==> src/rtl/clk_ctrl_pkg.sv <==
// Shared types and constants for the CPU clock step controller.
package clk_ctrl_pkg;

    // Run-control state of the CPU clock enable generator.
    typedef enum logic [1:0] {
        PAUSED    = 2'd0,
        RUNNING   = 2'd1,
        STEP_WAIT = 2'd2
    } step_state_t;

    // Flop depth of every asynchronous-input synchroniser in this block.
    localparam int SYNC_STAGES = 2;

endpackage

==> src/rtl/key_debounce.sv <==
// Synchronises and debounces one active-low pushbutton.
// pressed_lvl is the accepted (debounced) level, 1 = pressed.
// press_evt is a 1-cycle pulse on each accepted released->pressed change.
module key_debounce
    import clk_ctrl_pkg::*;
#(
    parameter int DEB_CYCLES = 500000
) (
    input  logic refclk,
    input  logic reset,
    input  logic key_n,
    output logic pressed_lvl,
    output logic press_evt
);

    localparam int CW = (DEB_CYCLES > 1) ? $clog2(DEB_CYCLES) : 1;
    localparam logic [CW-1:0] DEB_LOAD = CW'(DEB_CYCLES - 1);

    // Synchroniser carries the pressed polarity so its reset value of 0
    // reads as "released" and cannot fake a press after reset.
    logic [SYNC_STAGES-1:0] sync_q;
    logic                   raw_pressed;
    logic [CW-1:0]          deb_cnt;

    assign raw_pressed = sync_q[SYNC_STAGES-1];

    // Two-flop synchroniser on the inverted key input.
    always_ff @(posedge refclk or posedge reset) begin
        if (reset) begin
            sync_q <= '0;
        end else begin
            sync_q <= {sync_q[SYNC_STAGES-2:0], ~key_n};
        end
    end

    // Down-counter restarts whenever the raw level agrees with the accepted
    // level; the accepted level flips on terminal count of a disagreeing run.
    always_ff @(posedge refclk or posedge reset) begin
        if (reset) begin
            deb_cnt     <= DEB_LOAD;
            pressed_lvl <= 1'b0;
            press_evt   <= 1'b0;
        end else begin
            press_evt <= 1'b0;
            if (raw_pressed == pressed_lvl) begin
                deb_cnt <= DEB_LOAD;
            end else if (deb_cnt == '0) begin
                deb_cnt     <= DEB_LOAD;
                pressed_lvl <= raw_pressed;
                press_evt   <= raw_pressed;
            end else begin
                deb_cnt <= deb_cnt - 1'b1;
            end
        end
    end

endmodule

==> src/rtl/cpu_clock_step_ctrl.sv <==
// CPU clock enable generator with run / pause / single-step keys.
// Turns each rising edge of the divided clock into a one-refclk cpu_en
// pulse while the controller is running or waiting for a single step,
// and counts issued pulses for the display.
// Optional breakpoint build: define CLK_STEP_BREAK_EN to pause once the
// pulse that makes cycle_count equal bp_value has been issued.
//
// state     | meaning
// ----------+------------------------------------------------------
// PAUSED    | no pulses; waiting for a run or step key press
// RUNNING   | one cpu_en pulse per divided-clock rising edge
// STEP_WAIT | issue exactly one pulse on the next tick, then PAUSED
module cpu_clock_step_ctrl
    import clk_ctrl_pkg::*;
#(
    parameter int DEB_CYCLES   = 500000,
    parameter int CNT_W        = 16,
    parameter bit RUN_AT_RESET = 1'b0
) (
    input  logic             refclk,
    input  logic             reset,
    input  logic             div_clk,
    input  logic             key_run_n,
    input  logic             key_step_n,
    input  logic [CNT_W-1:0] bp_value,
    output logic             cpu_en,
    output logic             running,
    output logic             step_pending,
    output logic [CNT_W-1:0] cycle_count
);

    localparam step_state_t RESET_STATE = RUN_AT_RESET ? RUNNING : PAUSED;

    logic [SYNC_STAGES-1:0] div_sync;
    logic                   div_prev;
    logic                   tick;

    logic                   run_evt;
    logic                   step_evt;
    logic                   run_lvl_unused;
    logic                   step_lvl_unused;

    step_state_t            state;
    step_state_t            state_nxt;
    logic                   en_nxt;
    logic [CNT_W-1:0]       cnt_inc;
    logic                   brk_hit;

    key_debounce #(
        .DEB_CYCLES (DEB_CYCLES)
    ) u_run_key (
        .refclk      (refclk),
        .reset       (reset),
        .key_n       (key_run_n),
        .pressed_lvl (run_lvl_unused),
        .press_evt   (run_evt)
    );

    key_debounce #(
        .DEB_CYCLES (DEB_CYCLES)
    ) u_step_key (
        .refclk      (refclk),
        .reset       (reset),
        .key_n       (key_step_n),
        .pressed_lvl (step_lvl_unused),
        .press_evt   (step_evt)
    );

    // Synchronise the divided clock and keep one cycle of history for the edge detect.
    always_ff @(posedge refclk or posedge reset) begin
        if (reset) begin
            div_sync <= '0;
            div_prev <= 1'b0;
        end else begin
            div_sync <= {div_sync[SYNC_STAGES-2:0], div_clk};
            div_prev <= div_sync[SYNC_STAGES-1];
        end
    end

    assign tick    = div_sync[SYNC_STAGES-1] & ~div_prev;
    assign cnt_inc = cycle_count + CNT_W'(1);

`ifdef CLK_STEP_BREAK_EN
    assign brk_hit = (bp_value != '0) && (cnt_inc == bp_value);
`else
    logic bp_unused;
    assign bp_unused = ^bp_value;
    assign brk_hit   = 1'b0;
`endif

    // Next-state and pulse decision; a run press always wins and discards
    // any tick or step press seen in the same cycle.
    always_comb begin
        state_nxt = state;
        en_nxt    = 1'b0;
        case (state)
            PAUSED: begin
                if (run_evt) begin
                    state_nxt = RUNNING;
                end else if (step_evt) begin
                    state_nxt = STEP_WAIT;
                end
            end
            RUNNING: begin
                if (run_evt) begin
                    state_nxt = PAUSED;
                end else if (tick) begin
                    en_nxt = 1'b1;
                    if (brk_hit) begin
                        state_nxt = PAUSED;
                    end
                end
            end
            STEP_WAIT: begin
                if (run_evt) begin
                    state_nxt = RUNNING;
                end else if (tick) begin
                    en_nxt    = 1'b1;
                    state_nxt = PAUSED;
                end
            end
            default: begin
                state_nxt = PAUSED;
            end
        endcase
    end

    // State register, registered enable pulse and executed-cycle counter.
    always_ff @(posedge refclk or posedge reset) begin
        if (reset) begin
            state       <= RESET_STATE;
            cpu_en      <= 1'b0;
            cycle_count <= '0;
        end else begin
            state  <= state_nxt;
            cpu_en <= en_nxt;
            if (en_nxt) begin
                cycle_count <= cnt_inc;
            end
        end
    end

    assign running      = (state == RUNNING);
    assign step_pending = (state == STEP_WAIT);

endmodule

==> config.mk <==
export PLATFORM = sky130hd
export DESIGN_NAME = cpu_clock_step_ctrl
export DESIGN_NICKNAME = d
export VERILOG_FILES = /design/src/rtl/clk_ctrl_pkg.sv /design/src/rtl/key_debounce.sv /design/src/rtl/cpu_clock_step_ctrl.sv
export SDC_FILE = /design/constraint.sdc
export NUM_CORES = 1
export LEC_CHECK = 0
export BUFFER_PORTS_ARGS = -buffer_cell sky130_fd_sc_hd__clkbuf_2
export CAP_MARGIN = 20
export CORE_MARGIN = 5
export CORE_UTILIZATION = 45
export CTS_CLUSTER_SIZE = 25
export DETAILED_ROUTE_END_ITERATION = 10
export GPL_TIMING_DRIVEN = 0
export SYNTH_ARGS = -nofsm -noshare
export SYNTH_HDL_FRONTEND = slang
export SYNTH_SLANG_ARGS = --single-unit
==> constraint.sdc <==
create_clock -name refclk -period 5 [get_ports refclk]
set_clock_uncertainty 0.1 [all_clocks]
set_input_delay 0.5 -clock refclk [delete_from_list [all_inputs] [get_ports refclk]]
set_output_delay 0.5 -clock refclk [all_outputs]
set_load 0.02 [all_outputs]
==> impl_metrics.json <==
{
  "min_path_cells": 1,
  "setup_violations": 0,
  "worstPathArrival_ps": 2410,
  "syn-num-nets": 313,
  "dominantRegCellSynth": "dfrtp_1",
  "ys_seq_elements": 68,
  "insertedDiodeCount": 0,
  "reg2reg_to": "u_step_key.deb_cnt[16]$_DFF_PP1_",
  "seqPwrFrac_pct": 57.0,
  "design_area_um2": 3580,
  "rsz0062_at_grt": "false",
  "pwr-share-comb_pct": 3.2,
  "grt_use_total_pct": 14.2,
  "synth_top_area_share_pct": 36.4,
  "cts-htree-levels": 3,
  "die_y_um": 93.9,
  "critPathMaxFanout": 6,
  "r2r_cells": 6,
  "grt_pass1_vias": 2142,
  "pre_cts_slack_ps": 2700,
  "fin_hold_ws_ps": 191,
  "switchingPower_uw": 233,
  "cts_tree": "yes",
  "drv_cap": 0,
  "outcome": "complete, no violations",
  "hp-class": "in -> reg",
  "crit_required_ps": 5160,
  "grt_pass1_wl_um": 9960,
  "power_density_nw_per_um2": 278,
  "placedCellCount": 403,
  "fmax_mhz": 445,
  "crit_path_end_kind": "flop",
  "dp_hpwl_um": 3870,
  "yosys.area.top_type": "dfrtp_1",
  "synth_seq_area_share_pct": 54.6,
  "cts_max_path_buffers": 2,
  "cts_resized": 0,
  "clkLatencyLatePin_ps": 330,
  "io_pins": 40,
  "gp_congestion": 0.751,
  "critPathLaunchType": "flop",
  "antenna_found_initial": 0,
  "synth_edf_count": 0,
  "drive_above_1_share_pct": 22.6,
  "numCtsBuffers": 9,
  "p_int_uw": 761,
  "postSynth.asyncResetShare_pct": 100,
  "crit_type": "reg -> reg",
  "p_leak_uw": 0.00159,
  "ant_nets": 0,
  "die_x_um": 93.9,
  "post-route-period-util_pct": 44.9,
  "totalWireLength_um": 5650,
  "worst_slack_ps": 2760,
  "core_area_um2": 6830,
  "final_nets": 347,
  "tightest_slew_ps": 926,
  "ctsHoldBuffers": 0,
  "max_slew_margin_pct": 37.7,
  "dieArea_um2": 8810,
  "clockPowerShare_pct": 39.9,
  "instances_no_fill": 419,
  "syn_to_final_growth_pct": 13.1,
  "syn_avg_cell_area_um2": 11.1,
  "viasPerCell": 5.11,
  "io_buffers": 23,
  "synth_cell_types": 48,
  "detail_route.wl_per_cell_um": 13.5,
  "netlist_instances": 284,
  "row_count": 30,
  "vias": 2143,
  "initial_core_util_pct": 46.3,
  "clkTransAtPathRegs_ps": 70,
  "synth_warnings": 0,
  "p_sw_share_pct": 23.5,
  "cts-root-buf": "clkbuf_8",
  "drc": 0,
  "irDropWorstVdd_mv": 0.145,
  "grt_start_max_net_pins": 69,
  "place_area_um2": 3400,
  "fill_cells": 623,
  "hp-start": "div_clk",
  "timing.rr.start": "u_step_key.deb_cnt[0]$_DFF_PP1_",
  "drt_first_pass_iters": 4,
  "slew_viol_final": 0,
  "setup_tns_ps": 0,
  "synth_area_leaders": "dfrtp_1 (36%), dfstp_2 (18%), xor2_1 (7.7%)",
  "syn_area_um2": 3170,
  "period_minus_slack_ps": 2240,
  "hold_viol": 0,
  "min_to": "div_sync[0]$_DFF_PP0_",
  "cts_setup_buffers": 0,
  "grt.overflow.total": 0,
  "setup.reg_to_reg.worst_slack_ps": 2760,
  "drt_iter0_markers": 101,
  "clock_sinks": 68
}
==> through the flow <==
stage	total power (uW)	util, %
6_report	994	52.4
5_1_grt	1040	52.4
4_1_cts	1010	52.4
3_5_place_dp	609	49.8
3_3_place_gp	608	49.8
2_1_floorplan	599	-
==> power groups by stage <==
stage	registers [uW]	logic, uW	clock network [uW]
CTS	566	33.0	413
global placement	576	32.5	0
global route	568	37.2	434
finish	567	31.5	396
floorplan	575	23.8	0
detailed placement	576	33.0	0
==> flip-flops by register name (all words and copies together), names as in the netlist <==
name and cells:
cpu_en 1, cycle_count 16, div_prev 1, div_sync 2, state 2, u_run_key.deb_cnt 19, u_run_key.press_evt 1, u_run_key.pressed_lvl 1
u_run_key.sync_q 2, u_step_key.deb_cnt 19, u_step_key.press_evt 1, u_step_key.pressed_lvl 1, u_step_key.sync_q 2
==> final cells by class <==
cell class	count	area (um^2)	area share [%]
plain buffers	3	20.0	0.559
clock buffers	10	138	3.84
clock inverters	6	40.0	1.12
inverters	13	51.3	1.43
multi-input cells	200	1370	38.2
flip-flops and latches	68	1730	48.3
well taps	96	120	3.35
repair buffers	23	115	3.21
==> worst max path at each step <==
stage                                               start                                to  slack (ps)
final                     u_step_key.deb_cnt[0]$_DFF_PP1_  u_step_key.deb_cnt[16]$_DFF_PP1_        2760
after global routing      u_step_key.deb_cnt[0]$_DFF_PP1_  u_step_key.deb_cnt[16]$_DFF_PP1_        2480
after CTS                 u_step_key.deb_cnt[0]$_DFF_PP1_  u_step_key.deb_cnt[16]$_DFF_PP1_        2690
after detailed placement  u_step_key.deb_cnt[0]$_DFF_PP1_  u_step_key.deb_cnt[16]$_DFF_PP1_        2700
after floorplan                                     reset                  cpu_en$_DFF_PP0_        2720
after global placement                              reset   u_step_key.deb_cnt[6]$_DFF_PP0_        1850
==> cells in the mapped netlist (5+ instances only) <==
master and n:
nand3_1 14, nor2_1 29, inv_1 13, nor3_1 7
o21ai_0 5, xnor2_1 13, dfrtp_1 46, nand2_1 27
xor2_1 28, ha_1 8, dfstp_2 22, nand4_1 13
nor4_1 6
==> cells in the final DEF, fill, tap and decap left out, types with 8 or more instances in the layout <==
cell | netlist | layout
clkbuf_2 | 0 | 23
nand2_1 | 27 | 27
xor2_1 | 28 | 28
nand3_1 | 14 | 14
inv_1 | 13 | 12
ha_1 | 8 | 8
dfstp_2 | 22 | 22
nand4_1 | 13 | 13
clkbuf_8 | 0 | 10
dfrtp_1 | 46 | 46
xnor2_1 | 13 | 13
nor2_1 | 29 | 29
==> worst max-delay path, stage by stage, from the launching register on <==
cell,delay (ps)
dfstp_2,390
inv_1,70
ha_1,170
nor3b_1,670
nand4_1,320
o31a_1,310
o21ai_1,130
==> per-layer routing <==
| metal | vias to the layer above | wire length (um) | GRT usage [%] |
|---|---|---|---|
| met2 | 27 | 2710 | 22.3 |
| met3 | 2 | 202 | 4.81 |
| li1 | 1060 | - | - |
| met1 | 1054 | 2710 | 18.4 |
| met5 | - | 0 | 0 |
| met4 | 0 | 33 | 4.81 |
==> cells by family after synthesis <==
group           after synthesis  share of synthesized area, %
compound gates               21                          5.14
buf+inv                      16                          2.17
mux                           3                          1.03
flops                        68                          54.6
xor+xnor                     41                          11.3
fa+ha+maj                     8                          3.16
simple gates                127                          22.5
Note: power is estimated with default switching activity, not from simulation.
